--- src/rtl/mult_rr_if.sv ---
// Request/result bundle between client blocks and the shared multiplier scheduler.
// The clients hold the master side; the scheduler holds the slave side.
interface mult_rr_if #(
    parameter int WIDTH = 8,
    parameter int NREQ  = 4
);
    logic [NREQ-1:0]       req_valid;
    logic [NREQ-1:0]       req_ready;
    logic [NREQ*WIDTH-1:0] req_a;
    logic [NREQ*WIDTH-1:0] req_b;
    logic                  res_valid;
    logic                  res_ready;
    logic [2*WIDTH-1:0]    res_data;
    logic [1:0]            res_id;
    logic                  busy;

    modport master (
        output req_valid, req_a, req_b, res_ready,
        input  req_ready, res_valid, res_data, res_id, busy
    );

    modport slave (
        input  req_valid, req_a, req_b, res_ready,
        output req_ready, res_valid, res_data, res_id, busy
    );
endinterface

--- src/rtl/mult_rr_scheduler.sv ---
// One iterative shift-add multiplier shared by four requesters under round-robin
// arbitration, with valid/ready handshakes on the request ports and the result port.
module mult_rr_scheduler #(
    parameter int WIDTH = 8
) (
    input  logic       clk,
    input  logic       rst,
    mult_rr_if.slave   bus
);
    localparam int NREQ  = 4;
    localparam int CNT_W = (WIDTH > 1) ? $clog2(WIDTH) : 1;
    localparam logic [CNT_W-1:0] LAST = CNT_W'(WIDTH - 1);

    typedef enum logic [1:0] {IDLE, BUSY, DONE} state_t;

    state_t             state;
    logic [CNT_W-1:0]   count;
    logic [2*WIDTH-1:0] acc;
    logic [2*WIDTH-1:0] a_reg;
    logic [WIDTH-1:0]   b_reg;
    logic [1:0]         id;
    logic [1:0]         last_grant;
    logic               res_valid_q;
    logic [2*WIDTH-1:0] res_data_q;
    logic [1:0]         res_id_q;

    logic               grant_any;
    logic [1:0]         grant_idx;
    logic [2*WIDTH-1:0] acc_next;

    // Search starts just past the last served requester so it ends up lowest priority.
    always_comb begin
        // NOTE: every always_comb output gets a default first so no path leaves it
        // unassigned, which would otherwise infer a latch.
        grant_any = 1'b0;
        grant_idx = 2'd0;
        for (int off = 1; off <= NREQ; off++) begin
            if (!grant_any && bus.req_valid[2'(last_grant + 2'(off))]) begin
                grant_any = 1'b1;
                grant_idx = 2'(last_grant + 2'(off));
            end
        end
    end

    assign acc_next = acc + (b_reg[0] ? a_reg : '0);

    assign bus.req_ready = (state == IDLE && grant_any) ? (NREQ'(1) << grant_idx) : '0;
    assign bus.res_valid = res_valid_q;
    assign bus.res_data  = res_data_q;
    assign bus.res_id    = res_id_q;
    assign bus.busy      = (state != IDLE);

    // NOTE: state is updated with non-blocking assignments so every register samples
    // the pre-edge values regardless of statement order.
    always_ff @(posedge clk) begin
        if (rst) begin
            // NOTE: datapath registers are reset too; the block holds no memory arrays,
            // so the cost is small and res_data leaves reset at a defined zero.
            state       <= IDLE;
            count       <= '0;
            acc         <= '0;
            a_reg       <= '0;
            b_reg       <= '0;
            id          <= 2'd0;
            last_grant  <= 2'd3;
            res_valid_q <= 1'b0;
            res_data_q  <= '0;
            res_id_q    <= 2'd0;
        end else begin
            case (state)
                IDLE: begin
                    if (grant_any) begin
                        a_reg      <= {{WIDTH{1'b0}}, bus.req_a[grant_idx*WIDTH +: WIDTH]};
                        b_reg      <= bus.req_b[grant_idx*WIDTH +: WIDTH];
                        acc        <= '0;
                        count      <= '0;
                        id         <= grant_idx;
                        last_grant <= grant_idx;
                        state      <= BUSY;
                    end
                end
                BUSY: begin
                    acc   <= acc_next;
                    a_reg <= a_reg << 1;
                    b_reg <= b_reg >> 1;
                    count <= count + 1'b1;
                    // The final iteration's sum goes straight to the result register.
                    if (count == LAST) begin
                        res_data_q  <= acc_next;
                        res_id_q    <= id;
                        res_valid_q <= 1'b1;
                        state       <= DONE;
                    end
                end
                DONE: begin
                    if (bus.res_ready) begin
                        res_valid_q <= 1'b0;
                        state       <= IDLE;
                    end
                end
                default: state <= IDLE;
            endcase
        end
    end
endmodule

--- src/flat_wrapper.sv ---
// flat-port wrapper written by rule: the top's interface ports become plain ports
module mult_rr_scheduler_flat 
#(
    parameter int WIDTH = 8
)
  (clk, rst, bus_req_valid, bus_req_a, bus_req_b, bus_res_ready, bus_req_ready, bus_res_valid, bus_res_data, bus_res_id, bus_busy);
  mult_rr_if #(.WIDTH(WIDTH), .NREQ(4)) bus_i ();
  input  logic clk;
  input  logic rst;
  input wire logic [$bits(bus_i.req_valid)-1:0] bus_req_valid;
  input wire logic [$bits(bus_i.req_a)-1:0] bus_req_a;
  input wire logic [$bits(bus_i.req_b)-1:0] bus_req_b;
  input wire logic [$bits(bus_i.res_ready)-1:0] bus_res_ready;
  output wire logic [$bits(bus_i.req_ready)-1:0] bus_req_ready;
  output wire logic [$bits(bus_i.res_valid)-1:0] bus_res_valid;
  output wire logic [$bits(bus_i.res_data)-1:0] bus_res_data;
  output wire logic [$bits(bus_i.res_id)-1:0] bus_res_id;
  output wire logic [$bits(bus_i.busy)-1:0] bus_busy;
  assign bus_i.req_valid = bus_req_valid;
  assign bus_i.req_a = bus_req_a;
  assign bus_i.req_b = bus_req_b;
  assign bus_i.res_ready = bus_res_ready;
  assign bus_req_ready = bus_i.req_ready;
  assign bus_res_valid = bus_i.res_valid;
  assign bus_res_data = bus_i.res_data;
  assign bus_res_id = bus_i.res_id;
  assign bus_busy = bus_i.busy;
  mult_rr_scheduler #(.WIDTH(WIDTH)) u_core (.clk(clk), .rst(rst), .bus(bus_i));
endmodule
--- config.mk ---
export PLATFORM = sky130hd
export DESIGN_NAME = mult_rr_scheduler_flat
export DESIGN_NICKNAME = d
export VERILOG_FILES = /design/src/rtl/mult_rr_if.sv /design/src/rtl/mult_rr_scheduler.sv /design/src/flat_wrapper.sv
export SDC_FILE = /design/constraint.sdc
export NUM_CORES = 1
export LEC_CHECK = 0
export BUFFER_PORTS_ARGS = -buffer_cell sky130_fd_sc_hd__buf_2
export CORE_UTILIZATION = 55
export CTS_BUF_LIST = sky130_fd_sc_hd__clkbuf_8
export DETAILED_ROUTE_END_ITERATION = 12
export MAX_ROUTING_LAYER = met4
export PLACE_DENSITY_LB_ADDON = 0.08
export SETUP_SLACK_MARGIN = 0.3
export SLEW_MARGIN = 25
export SYNTH_ARGS = -nofsm -noshare
export SYNTH_HDL_FRONTEND = slang
export SYNTH_SLANG_ARGS = --single-unit
--- constraint.sdc ---
create_clock -name clk -period 3 [get_ports clk]
set_clock_uncertainty 0.1 [all_clocks]
set_input_delay 0.45 -clock clk [delete_from_list [all_inputs] [get_ports clk]]
set_output_delay 0.45 -clock clk [all_outputs]
set_load 0.02 [all_outputs]
# Word-level counts from Yosys, hierarchy flattened
# Cells that the tools add are included.
[classes]
n_lt_le_gt_ge = 4
eq_ne = 6
addsub = 5
n_mux = 33
reduce_logical = 16
shifts = 3
[ops]
columns = ["operator", "count"]
rows = [
  ["one-hot mux 16 bit (2 select lines)", 2],
  ["indexed part select 32 x 6 -> 8 bit", 2],
  ["2-to-1 mux 16 bit", 3],
  ["adder 16 bit", 1],
  ["one-hot mux 8 bit (2 select lines)", 1],
  ["2-to-1 mux 2 bit", 7],
  ["< comparator 2 x 3 -> 1 bit (second input constant)", 4],
  ["2-to-1 mux 1 bit", 10],
  ["binary-select mux 1 bit (select 2 bit)", 4],
  ["2-to-1 mux 8 bit", 1],
  ["one-hot mux 2 bit (3 select lines)", 1],
  ["one-hot mux 3 bit (2 select lines)", 1],
  ["AND reduction 2 bit", 3],
  ["AND reduction 3 bit", 2],
  ["nonzero test 2 bit", 3],
  ["adder 2 bit (second input constant)", 2],
  ["logical AND 1 bit", 4],
  ["2-to-1 mux 4 bit", 1],
  ["inequality test 2 x 1 -> 1 bit (second input constant)", 2],
  ["<< shifter 1 x 2 -> 4 bit (first input constant)", 1],
  ["adder 3 x 1 -> 3 bit (second input constant)", 1],
  ["== test 3 bit (second input constant)", 1],
  ["logical NOT 1 bit", 3],
  ["2-to-1 mux 3 bit", 1],
  ["other kinds (6)", 6],
]
[word_totals]
input_bits = 71
reg_bits = 68
out_inout_bits = 24
elab_cells = 77

# Logic depth before layout (Yosys ltp)
# Gate-level depths: netlist of run 1.
[logic_depth]
depth_word = 16
mapped_depth = 10
mapped_depth_nobuf = 9

# Worst setup path before layout of run 1
# No wires, ideal clock.
[synth_timing]
path_kind = "register -> register"
start = "reg u_core.b_reg[0]"
end = "reg u_core.res_data_q[15] (netlist: u_core.bus.res_data[15])"
synth_period_minus_slack_ns = 2.668
slack_ns = 0.332
setup_ns = 0.079
path_stages_with_launch = 10
t_arrival_ns = 2.489
path_buffers = 1
required_ns = 2.821
path_cell_list = "dfxtp_1 clkbuf_1 and2_1 ha_1 a2111oi_2 o21ai_1 a221oi_2 a21oi_2 or4_1 o211ai_1"
[synth_between]
elab_chain_cells = 2
[synth_lines]
columns = ["element", "line_no", "source"]
rows = [
  ["start, declared", "mult_rr_scheduler.sv:20", "logic [WIDTH-1:0] b_reg;"],
  ["start signal, assigned", "mult_rr_scheduler.sv:74", "b_reg <= bus.req_b[grant_idx*WIDTH +: WIDTH];"],
  ["start signal, assigned", "mult_rr_scheduler.sv:85", "b_reg <= b_reg >> 1;"],
  ["2-to-1 mux 16 bit", "mult_rr_scheduler.sv:45", "assign acc_next = acc + (b_reg[0] ? a_reg : '0);"],
  ["adder 16 bit", "mult_rr_scheduler.sv:45", ""],
  ["end signal, assigned", "mult_rr_scheduler.sv:89", "res_data_q <= acc_next;"],
  ["end, declared", "mult_rr_scheduler.sv:24", "logic [2*WIDTH-1:0] res_data_q;"],
]
# No other way between the ends.
# A chain may end at the register's enable or synchronous reset.

# Worst setup path after layout of run 1
# Ends and elaborated chain as after synthesis.

==> results of run 1 <==
## routing by layer
metal	global-route usage, %	share of wire (%)
met5	-	0
met1	32.9	44
met4	11.1	1.9
met3	4.09	4.9
met2	46.2	49
## cell usage in the layout, fill, tap and decap left out, drive strengths merged, types with 2 or more instances in the layout
| cell | n |
|---|---|
| buf | 107 |
| dfxtp | 68 |
| nand2 | 60 |
| a21oi | 44 |
| mux2i | 34 |
| nor2 | 22 |
| o21ai | 21 |
| and2 | 17 |
| a22oi | 17 |
| nand3 | 17 |
| ha | 17 |
| mux2 | 10 |
| xnor2 | 10 |
| o22ai | 9 |
| clkbuf | 9 |
| nor2b | 7 |
| a21o | 6 |
| nand2b | 6 |
| o22a | 6 |
| nor3 | 6 |
| a211oi | 5 |
| inv | 5 |
| xor2 | 4 |
| a22o | 4 |
| clkinv | 4 |
| a31oi | 3 |
| a21boi | 3 |
| or2 | 3 |
| nand4 | 3 |
| o211ai | 3 |
| a2111oi | 3 |
| a221oi | 2 |
| or4 | 2 |
## worst max-delay path, cell delays in order, from the launching register on
cell and delay (ns):
dfxtp_4 0.41, and2_1 0.15, ha_2 0.32, a2111oi_2 0.30, o21ai_1 0.13, a221oi_2 0.32
a21oi_2 0.12, or4_1 0.52, o211ai_1 0.10
## logic make-up after synthesis
| group | Yosys count |
|---|---|
| AO/OA/AOI/OAI | 130 |
| XOR/XNOR | 14 |
| adder cells (fa/ha/maj) | 18 |
| buffers and inverters | 29 |
| flip-flops | 68 |
| multiplexers | 44 |
| AND/OR/NAND/NOR | 147 |
## power groups by stage
stage               registers, mW  logic [mW]  clock network, mW
floorplan                   0.981       0.248                  0
global placement            0.999       0.349                  0
detailed placement           1.00       0.354                  0
CTS                         0.979       0.356              0.773
global route                0.984       0.398              0.810
finish                      0.979       0.361              0.761
## area by class of cell
type | count | area [sq um] | area share [%]
Sequential cell | 68 | 1370 | 29.4
Inverter | 3 | 11.3 | 0.243
Multi-Input combinational cell | 353 | 2380 | 51.3
Tap cell | 80 | 100 | 2.16
Clock buffer | 9 | 124 | 2.67
Clock inverter | 7 | 75.1 | 1.62
Timing Repair Buffer | 107 | 581 | 12.5
## cell usage after synthesis (all sizes together) (4+ instances only)
| cell | number |
|---|---|
| dfxtp | 68 |
| nand2 | 60 |
| a21oi | 44 |
| mux2i | 34 |
| nor2 | 22 |
| o21ai | 21 |
| clkbuf | 18 |
| a22oi | 17 |
| and2 | 17 |
| ha | 17 |
| nand3 | 17 |
| mux2 | 10 |
| xnor2 | 10 |
| o22ai | 9 |
| buf | 8 |
| nor2b | 7 |
| a21o | 6 |
| nand2b | 6 |
| nor3 | 6 |
| o22a | 6 |
| a211oi | 5 |
| a22o | 4 |
| xor2 | 4 |
## timing repair
| action | 4_1_cts | 5_1_grt |
|---|---|---|
| setup endpoints to repair | 10 | 12 |
| pin swaps | 0 | 1 |
| hold endpoints to repair | 0 | 0 |
| gates resized for setup | 1 | 7 |
| setup buffers | 0 | 2 |
## path summary, 6_finish.rpt
check / to / from
worst min register to register: u_core.bus.res_data[0] / u_core.bus.res_data[0]
worst max register to register: u_core.bus.res_data[15] / u_core.b_reg[0]
worst max-delay path: u_core.bus.res_data[15] / u_core.b_reg[0]
worst min-delay path: u_core.a_reg[7] / bus_req_a[23]
==> summary.txt, run 1 <==
STA
  • Slew Limit Headroom: 57.0%
  • Fmax: 390 MHz
  • Minimum clock period: 2.56 ns
  • Final hold vios: 0
  • Worst slew pin tran: 0.645 ns
  • Final setup fails: 0
  • RSZ-0062 raised after global routing: yes
  • Final Slew Violations: 0
  • Fin crit share: 85.4%
  • Fin Setup TNS: 0 ns
  • Final WS setup: 0.438 ns
  • Worst hold margin: 0.261 ns

Critical path
  • Critical path data arrival time: 2.74 ns
  • CP endpoint kind: flop
  • Max FO, Critical Path: 14
  • CP required: 3.18 ns
  • Setup slack, reg-to-reg: 0.44 ns
  • WS Path Type: reg2reg
  • CP Launch Type: flop
  • Cells on worst reg2reg path: 8

Logic synthesis
  • Cell count after synthesis: 450
  • Sequential area share after synthesis: 35.6%
  • Complex-gate fraction of the synthesized area: 22.1%
  • Largest family of logic cells by synthesized area: compound AO/OA/AOI/OAI gates
  • Yosys reg bits: 68
  • Post-Synth Adder-Cell Area: 6.09%
  • Synth Area in XOR/XNOR: 3.21%
  • Area contributors post-synth: dfxtp_1 36%, mux2i_1 8.9%, nand2_1 5.9%, a21oi_1 5.6%, ha_1 5.6%
  • Syn Std Cell Area: 3820 sq um
  • Dominant cell type by area after synthesis: dfxtp_1
  • Most used flip-flop cell after synthesis: dfxtp_1
  • Asr flop ratio synth: 0%
  • Yosys top cell area share: 35.6%
  • Syn_area_per_cell: 8.49 sq um
  • Post-synth EDFFs: 0
  • Synth Area in Simple Gates: 18.1%
  • Syn nets: 539
  • Multiplexer area fraction after synthesis: 11.9%
  • Ys Warns: 0
  • Synth cell types: 47

Floorplanning
  • # IOs: 95
  • Die area: 7280 sq um
  • Die Width: 85.4 microns
  • Core Box Area: 6760 sq um
  • Row count: 30
  • Die height: 85.4 microns
  • Initial Util: 56.6%

Cells and area
  • Post-route insts no fill: 627
  • Filler cell count: 552
  • Layout Nets: 631
  • Proportion of layout cells with a drive suffix above 1: 27.2%
  • ANT cells: 0
  • Final Core Density: 68.6%
  • Post-route design area: 4640 sq um
  • Area grow syn2layout: 21.3%

Routing
  • Drt initial violations: 192
  • DRC viols: 0
  • Final ANT Viol Nets: 0
  • Vias: 3610
  • Vias per cell: 5.76
  • Routed Wire Length: 9.32 mm
  • Detailed Routing Iterations Pass 1: 4
  • Post-DR wirelength/cell: 14.9 microns

Power
  • Clock group share of total power: 36.2%
  • Combinational share of power: 17.2%
  • Power per cell area: 453 nW/um^2
  • Leakage: 2.01 nW
  • Switching Fraction: 28.2%
  • Flop pwr share: 46.6%
  • Net switching power: 0.593 mW
  • Internal power: 1.51 mW
  • Max IR drop VDD: 200 uV
  • Final Power: 2.10 mW

Status
  • Status: finished, final reports clean

Run
  • MaxCap Viol Count: 0

Placement
  • DP Wirelength: 6.99 mm
  • Port Buffers: 94
  • Placed Cells incl. Taps: 609
  • RD Place Congestion: 0.862
  • Setup WS pre-CTS: 0.203 ns
  • Dpl cell area: 4390 sq um

Clock network
  • Clock Pin Slew Worst Setup and Hold Paths: 0.08 ns
  • Clock sinks: 68
  • Longest Clk Path Bufs: 2
  • Clk Latency, worst-skew pair: 0.36 ns
  • Post-cts hold buffer count: 0
  • CTS tree: yes
  • Root Driver: clkbuf_8
  • TritonCTS Buffers: 9
  • H-tree lvl count: 3

Global route
  • Largest net degree at the start of global routing: 38
  • Number of global-route vias before repair: 3295
  • Grt ovf: 0
  • First-pass GRT wire length: 15.1 mm
  • Total GRT Usage: 27.4%
  • Initial antenna violation count: 0

Min path
  • Hold Path Class: in2reg
  • Worst Hold Path Cells: 3
Note: power is estimated with default switching activity, not from simulation.
==> inputs of run 2 (changes only) <==
--- a/config.mk
+++ b/config.mk
@@ -9,6 +9,7 @@
 export CORE_UTILIZATION = 55
 export CTS_BUF_LIST = sky130_fd_sc_hd__clkbuf_8
 export DETAILED_ROUTE_END_ITERATION = 12
+export GPL_TIMING_DRIVEN = 0
 export MAX_ROUTING_LAYER = met4
 export PLACE_DENSITY_LB_ADDON = 0.08
 export SETUP_SLACK_MARGIN = 0.3
==> run 2 against run 1 <==
Worst hold slack better by 0.018 ns. Final cell count up 3.2%. Sequential share of layout area down 1.2 points. Sequential cell count unchanged. Critical path depth up 1. Power up 8.3%. Fmax down 6.5%. Sequential power about the same. First-iteration DRC count up 3.1%. Clock power up 20%.
==> summary.txt, run 2 (synthesis results as in run 1) <==
STA
  • Final hold vios: 0
  • Worst hold margin: 0.280 ns
  • Final Slew Violations: 0
  • Final setup fails: 0
  • Slew Limit Headroom: 58.7%
  • Fmax: 365 MHz
  • RSZ-0062 raised after global routing: yes
  • Fin crit share: 91.4%
  • Final WS setup: 0.259 ns
  • Minimum clock period: 2.74 ns
  • Worst slew pin tran: 0.620 ns

Power
  • Leakage: 2.06 nW
  • Final Power: 2.28 mW
  • Power per cell area: 472 nW/um^2
  • Max IR drop VDD: 269 uV

Global route
  • Largest net degree at the start of global routing: 13
  • Grt ovf: 0
  • Number of global-route vias before repair: 3542
  • First-pass GRT wire length: 16.6 mm
  • Total GRT Usage: 30.0%
  • Initial antenna violation count: 0

Cells and area
  • Area taken by multi-input logic gates: 2460 sq um
  • Filler cell count: 529
  • Layout Nets: 652
  • ANT cells: 0
  • Area grow syn2layout: 26.3%
  • Commonest non-fill, non-tap cell in the layout: buf_2
  • Proportion of layout cells with a drive suffix above 1: 28.0%
  • Reg area: 1370 sq um
  • Commonest cells after routing, fill and taps aside: 97 x buf_2, 67 x dfxtp_1, 60 x nand2_1

Critical path
  • Max FO, Critical Path: 10
  • WS Path Type: reg2reg
  • CP required: 3.16 ns
  • Crit-path slowest cell: or4_1
  • Cells on worst reg2reg path: 9
  • Critical path depth: 9
  • CP Cell Sequence: clkbuf_8, and2_1, ha_4, a2111oi_2, o21ai_1, a221oi_4, a21oi_2, or4_1, o211ai_1
  • Crit path max-delay family: compound AO/OA/AOI/OAI gates
  • Worst Path Buf+Inv: 1
  • Slowest stage delay, CP: 0.52 ns
  • CP endpoint kind: flop
  • Critical path data arrival time: 2.90 ns
  • CP Launch Type: flop

Clock network
  • Root Driver: clkbuf_8
  • Clk Latency, worst-skew pair: 0.35 ns
  • CTS tree: yes
  • H-tree lvl count: 3
  • Longest Clk Path Bufs: 2
  • Clock sinks: 68
  • Clock Pin Slew Worst Setup and Hold Paths: 0.08 ns
  • TritonCTS Buffers: 9

Placement
  • Port Buffers: 94
  • Setup WS pre-CTS: -0.227 ns
  • DP Wirelength: 7.52 mm
  • RD Place Congestion: 0.850

Routing
  • WL met1: 4.38 mm
  • Vias: 3783
  • Drt initial violations: 198
  • Final ANT Viol Nets: 0
  • Routed Wire Length: 10.3 mm
  • Max Used Layer: met4
  • DRC viols: 0
  • Detailed Routing Iterations Pass 1: 5
  • Post-DR wirelength/cell: 16.0 microns
  • Met2 routed WL: 5.25 mm
  • Met3 Routed Length: 492 microns
  • Vias per cell: 5.85

Floorplanning
  • Row count: 30
  • Initial Util: 56.6%
  • Die area: 7280 sq um
  • # IOs: 95
  • Die Width: 85.4 microns
  • Die height: 85.4 microns
  • Core Box Area: 6760 sq um

Status
  • Status: finished, final reports clean

Min path
  • Worst Hold Path Cells: 3
  • Hold Path Class: in2reg

Run
  • MaxCap Viol Count: 0
run 2: cell types whose count changed in the layout (fill, tap and decap cells not counted), sizes merged:
| cell | before | now |
|---|---|---|
| clkinv | 4 | 1 |
| inv | 5 | 3 |
| clkbuf | 9 | 28 |
| clkinvlp | 0 | 2 |
| buf | 107 | 109 |
| bufinv | 1 | 3 |
run 2: final timing paths:
| check | start | endpoint | slack, ns |
|---|---|---|---|
| hold reg to reg | u_core.bus.res_data[6] | u_core.bus.res_data[6] | 0.35 |
| setup / recovery | u_core.b_reg[0] | u_core.bus.res_data[15] | 0.26 |
| setup reg to reg | u_core.b_reg[0] | u_core.bus.res_data[15] | 0.26 |
| hold / removal | bus_req_a[21] | u_core.a_reg[5] | 0.28 |
run 2: metal layers:
metal	GRT usage, %	vias to the layer above
li1	-	1853
met1	35.3	1755
met2	52.0	153
met3	4.86	22
met4	10.8	0
met5	-	-
run 2: layout make-up:
class	instances	area share, %
Multi-Input combinational cell	353	51.1
Sequential cell	68	28.3
Timing Repair Buffer	102	11.0
Clock buffer	9	2.57
Buffer	26	2.41
Clock inverter	6	2.36
Tap cell	80	2.07
Inverter	3	0.233
run 2: power breakdown:
part | total [mW] | internal [mW] | leakage, nW | switching, mW
Clock | 0.913 | 0.548 | 0.112 | 0.365
Sequential | 0.979 | 0.942 | 0.553 | 0.0365
Combinational | 0.384 | 0.184 | 1.39 | 0.201
run 2: through the flow:
step	area (sq um)	cells	setup TNS [ns]	utilization, %
after floorplan	3820	450	0	-
after global placement	4390	624	-0.294	65.0
after detailed placement	4390	624	-0.465	65.0
after CTS	4720	641	0	69.8
after global routing	4820	647	0	71.4
final	4820	647	0	71.4
run 2: timing repair:
action	in CTS	in global routing
hold buffers	0	0
resized for setup	16	15
buffers inserted	2	6
pin swaps	3	8
setup endpoints to repair	20	17
run 2: worst reg2reg max path: cells and delay by family, from the launching register on:
family / cells / cell delay, ns
flip-flops: 1 / 0.38
adder cells (fa/ha/maj): 1 / 0.21
buffers and inverters: 1 / 0.17
AO/OA/AOI/OAI: 5 / 1.08
AND/OR/NAND/NOR: 2 / 0.73
==> inputs of run 3 (changes only) <==
--- a/config.mk
+++ b/config.mk
@@ -5,7 +5,9 @@
 export SDC_FILE = /design/constraint.sdc
 export NUM_CORES = 1
 export LEC_CHECK = 0
+export ABC_CLOCK_PERIOD_IN_PS = 3000
 export BUFFER_PORTS_ARGS = -buffer_cell sky130_fd_sc_hd__buf_2
+export CORE_MARGIN = 2
 export CORE_UTILIZATION = 55
 export CTS_BUF_LIST = sky130_fd_sc_hd__clkbuf_8
 export DETAILED_ROUTE_END_ITERATION = 12
==> run 3 against run 2 <==
Clock power down 16%. Worst hold slack improved by 0.0045 ns. Sequential share of layout area about the same. Power fell by 6.2%. Final cell count rose by 0.31%. Cell area barely moved. Worst setup slack better by 0.10 ns. Critical path depth unchanged. First-iteration DRC count fell by 13%. Non-clock buffer count increased by 2. Largest cell class unchanged.
==> summary.txt, run 3 (synthesis results as in run 1) <==
Status
  • Status: finished, final reports clean

Critical path
  • WS Path Type: reg2reg
  • Setup slack, reg-to-reg: 0.36 ns
  • Critical path data arrival time: 2.81 ns
  • CP required: 3.17 ns
  • Crit path max-delay family: compound AO/OA/AOI/OAI gates
  • CP Cell Sequence: buf_6, and2_1, ha_4, a2111oi_4, nor4_4, a221oi_4, a21oi_2, or4_1, o211ai_1
  • Max FO, Critical Path: 9
  • Slowest stage delay, CP: 0.51 ns
  • CP endpoint kind: flop
  • Crit-path slowest cell: or4_1
  • Worst Path Buf+Inv: 1
  • CP Launch Type: flop

Routing
  • Max Used Layer: met4
  • Met3 Routed Length: 542 microns
  • Detailed Routing Iterations Pass 1: 6
  • DRC viols: 0
  • Routed Wire Length: 10.2 mm
  • Final ANT Viol Nets: 0
  • Met2 routed WL: 5.12 mm
  • Post-DR wirelength/cell: 15.8 microns
  • Vias per cell: 5.75
  • Drt initial violations: 172
  • WL met1: 4.36 mm
  • Vias: 3734

Clock network
  • Longest Clk Path Bufs: 2
  • Clk Latency, worst-skew pair: 0.35 ns
  • TritonCTS Buffers: 9
  • Clock Pin Slew Worst Setup and Hold Paths: 0.07 ns
  • H-tree lvl count: 3
  • Clock sinks: 68
  • Root Driver: clkbuf_8
  • Post-cts hold buffer count: 0
  • CTS tree: yes

Floorplanning
  • Die area: 7630 sq um
  • Die Width: 87.4 microns
  • Die height: 87.4 microns
  • Initial Util: 56.6%
  • Row count: 30
  • Core Box Area: 6760 sq um
  • # IOs: 95

STA
  • Minimum clock period: 2.64 ns
  • Worst slew pin tran: 0.593 ns
  • Final Slew Violations: 0
  • Fin crit share: 87.9%
  • RSZ-0062 raised after global routing: yes
  • Worst hold margin: 0.284 ns
  • Slew Limit Headroom: 60.3%
  • Fin Setup TNS: 0 ns
  • Final setup fails: 0
  • Final hold vios: 0
  • Fmax: 379 MHz
  • Final WS setup: 0.363 ns

Global route
  • Initial antenna violation count: 0
  • Total GRT Usage: 28.4%
  • Number of global-route vias before repair: 3455
  • Grt ovf: 0
  • Largest net degree at the start of global routing: 11
  • First-pass GRT wire length: 16.4 mm

Placement
  • Port Buffers: 94
  • Setup WS pre-CTS: -0.121 ns
  • DP Wirelength: 7.55 mm
  • RD Place Congestion: 0.886
  • Dpl cell area: 4390 sq um

Cells and area
  • Post-route design area: 4830 sq um
  • Layout Nets: 654
  • Area grow syn2layout: 26.3%
  • ANT cells: 0
  • Commonest non-fill, non-tap cell in the layout: buf_2
  • Proportion of layout cells with a drive suffix above 1: 28.3%
  • Commonest cells after routing, fill and taps aside: 98 x buf_2, 67 x dfxtp_1, 60 x nand2_1

Power
  • Leakage: 2.06 nW
  • Power per cell area: 442 nW/um^2
  • Max IR drop VDD: 268 uV

Min path
  • Hold Path Class: in2reg

Run
  • MaxCap Viol Count: 0
## run 3: cell types whose count changed in the layout (fill, tap and decap cells not counted), sizes merged
cell,change
clkinvlp,-2
clkbuf,+4
bufinv,-3
buf,+4
clkinv,-1
## run 3: timing repair
action	CTS	global route
pin swaps	1	7
gates resized for setup	13	21
cloned	0	1
endpoints found under the setup margin	18	14
setup buffers	1	8
## run 3: per-layer routing
layer | global-route usage, % | vias to the layer above
li1 | - | 1866
met1 | 34.0 | 1714
met2 | 47.9 | 134
met3 | 5.97 | 20
met4 | 8.39 | 0
met5 | - | -
## run 3: tightest hold or removal path, stage by stage
cell and delay [ns]:
buf_2 0.07, mux2i_1 0.05, o21ai_0 0.13
## run 3: where the power goes
part	switching, mW	internal, mW
Combinational	0.202	0.189
Clock	0.333	0.432
Sequential	0.0357	0.943
## run 3: path summary, 6_finish.rpt
path	startpoint	endpoint	cells after the start
min	bus_req_b[18]	u_core.b_reg[2]	3
min reg2reg	u_core.bus.res_data[2]	u_core.bus.res_data[2]	2
max	u_core.b_reg[0]	u_core.bus.res_data[15]	9
max reg2reg	u_core.b_reg[0]	u_core.bus.res_data[15]	9
## run 3: cell type report
type	instances	area, sq um
inverter	3	11.3
tap	80	100
buffer	26	118
timing repair buffer	104	543
multi-input combinational	353	2480
fill	528	1930
clock buffer	15	206
sequential	68	1370
## run 3: metrics by stage
stage	utilization, %	power (mW)	cells
global route	71.4	2.23	649
CTS	69.0	2.12	640
detailed placement	65.0	1.35	624
global placement	65.0	1.35	624
finish	71.4	2.13	649
floorplan	-	1.23	450
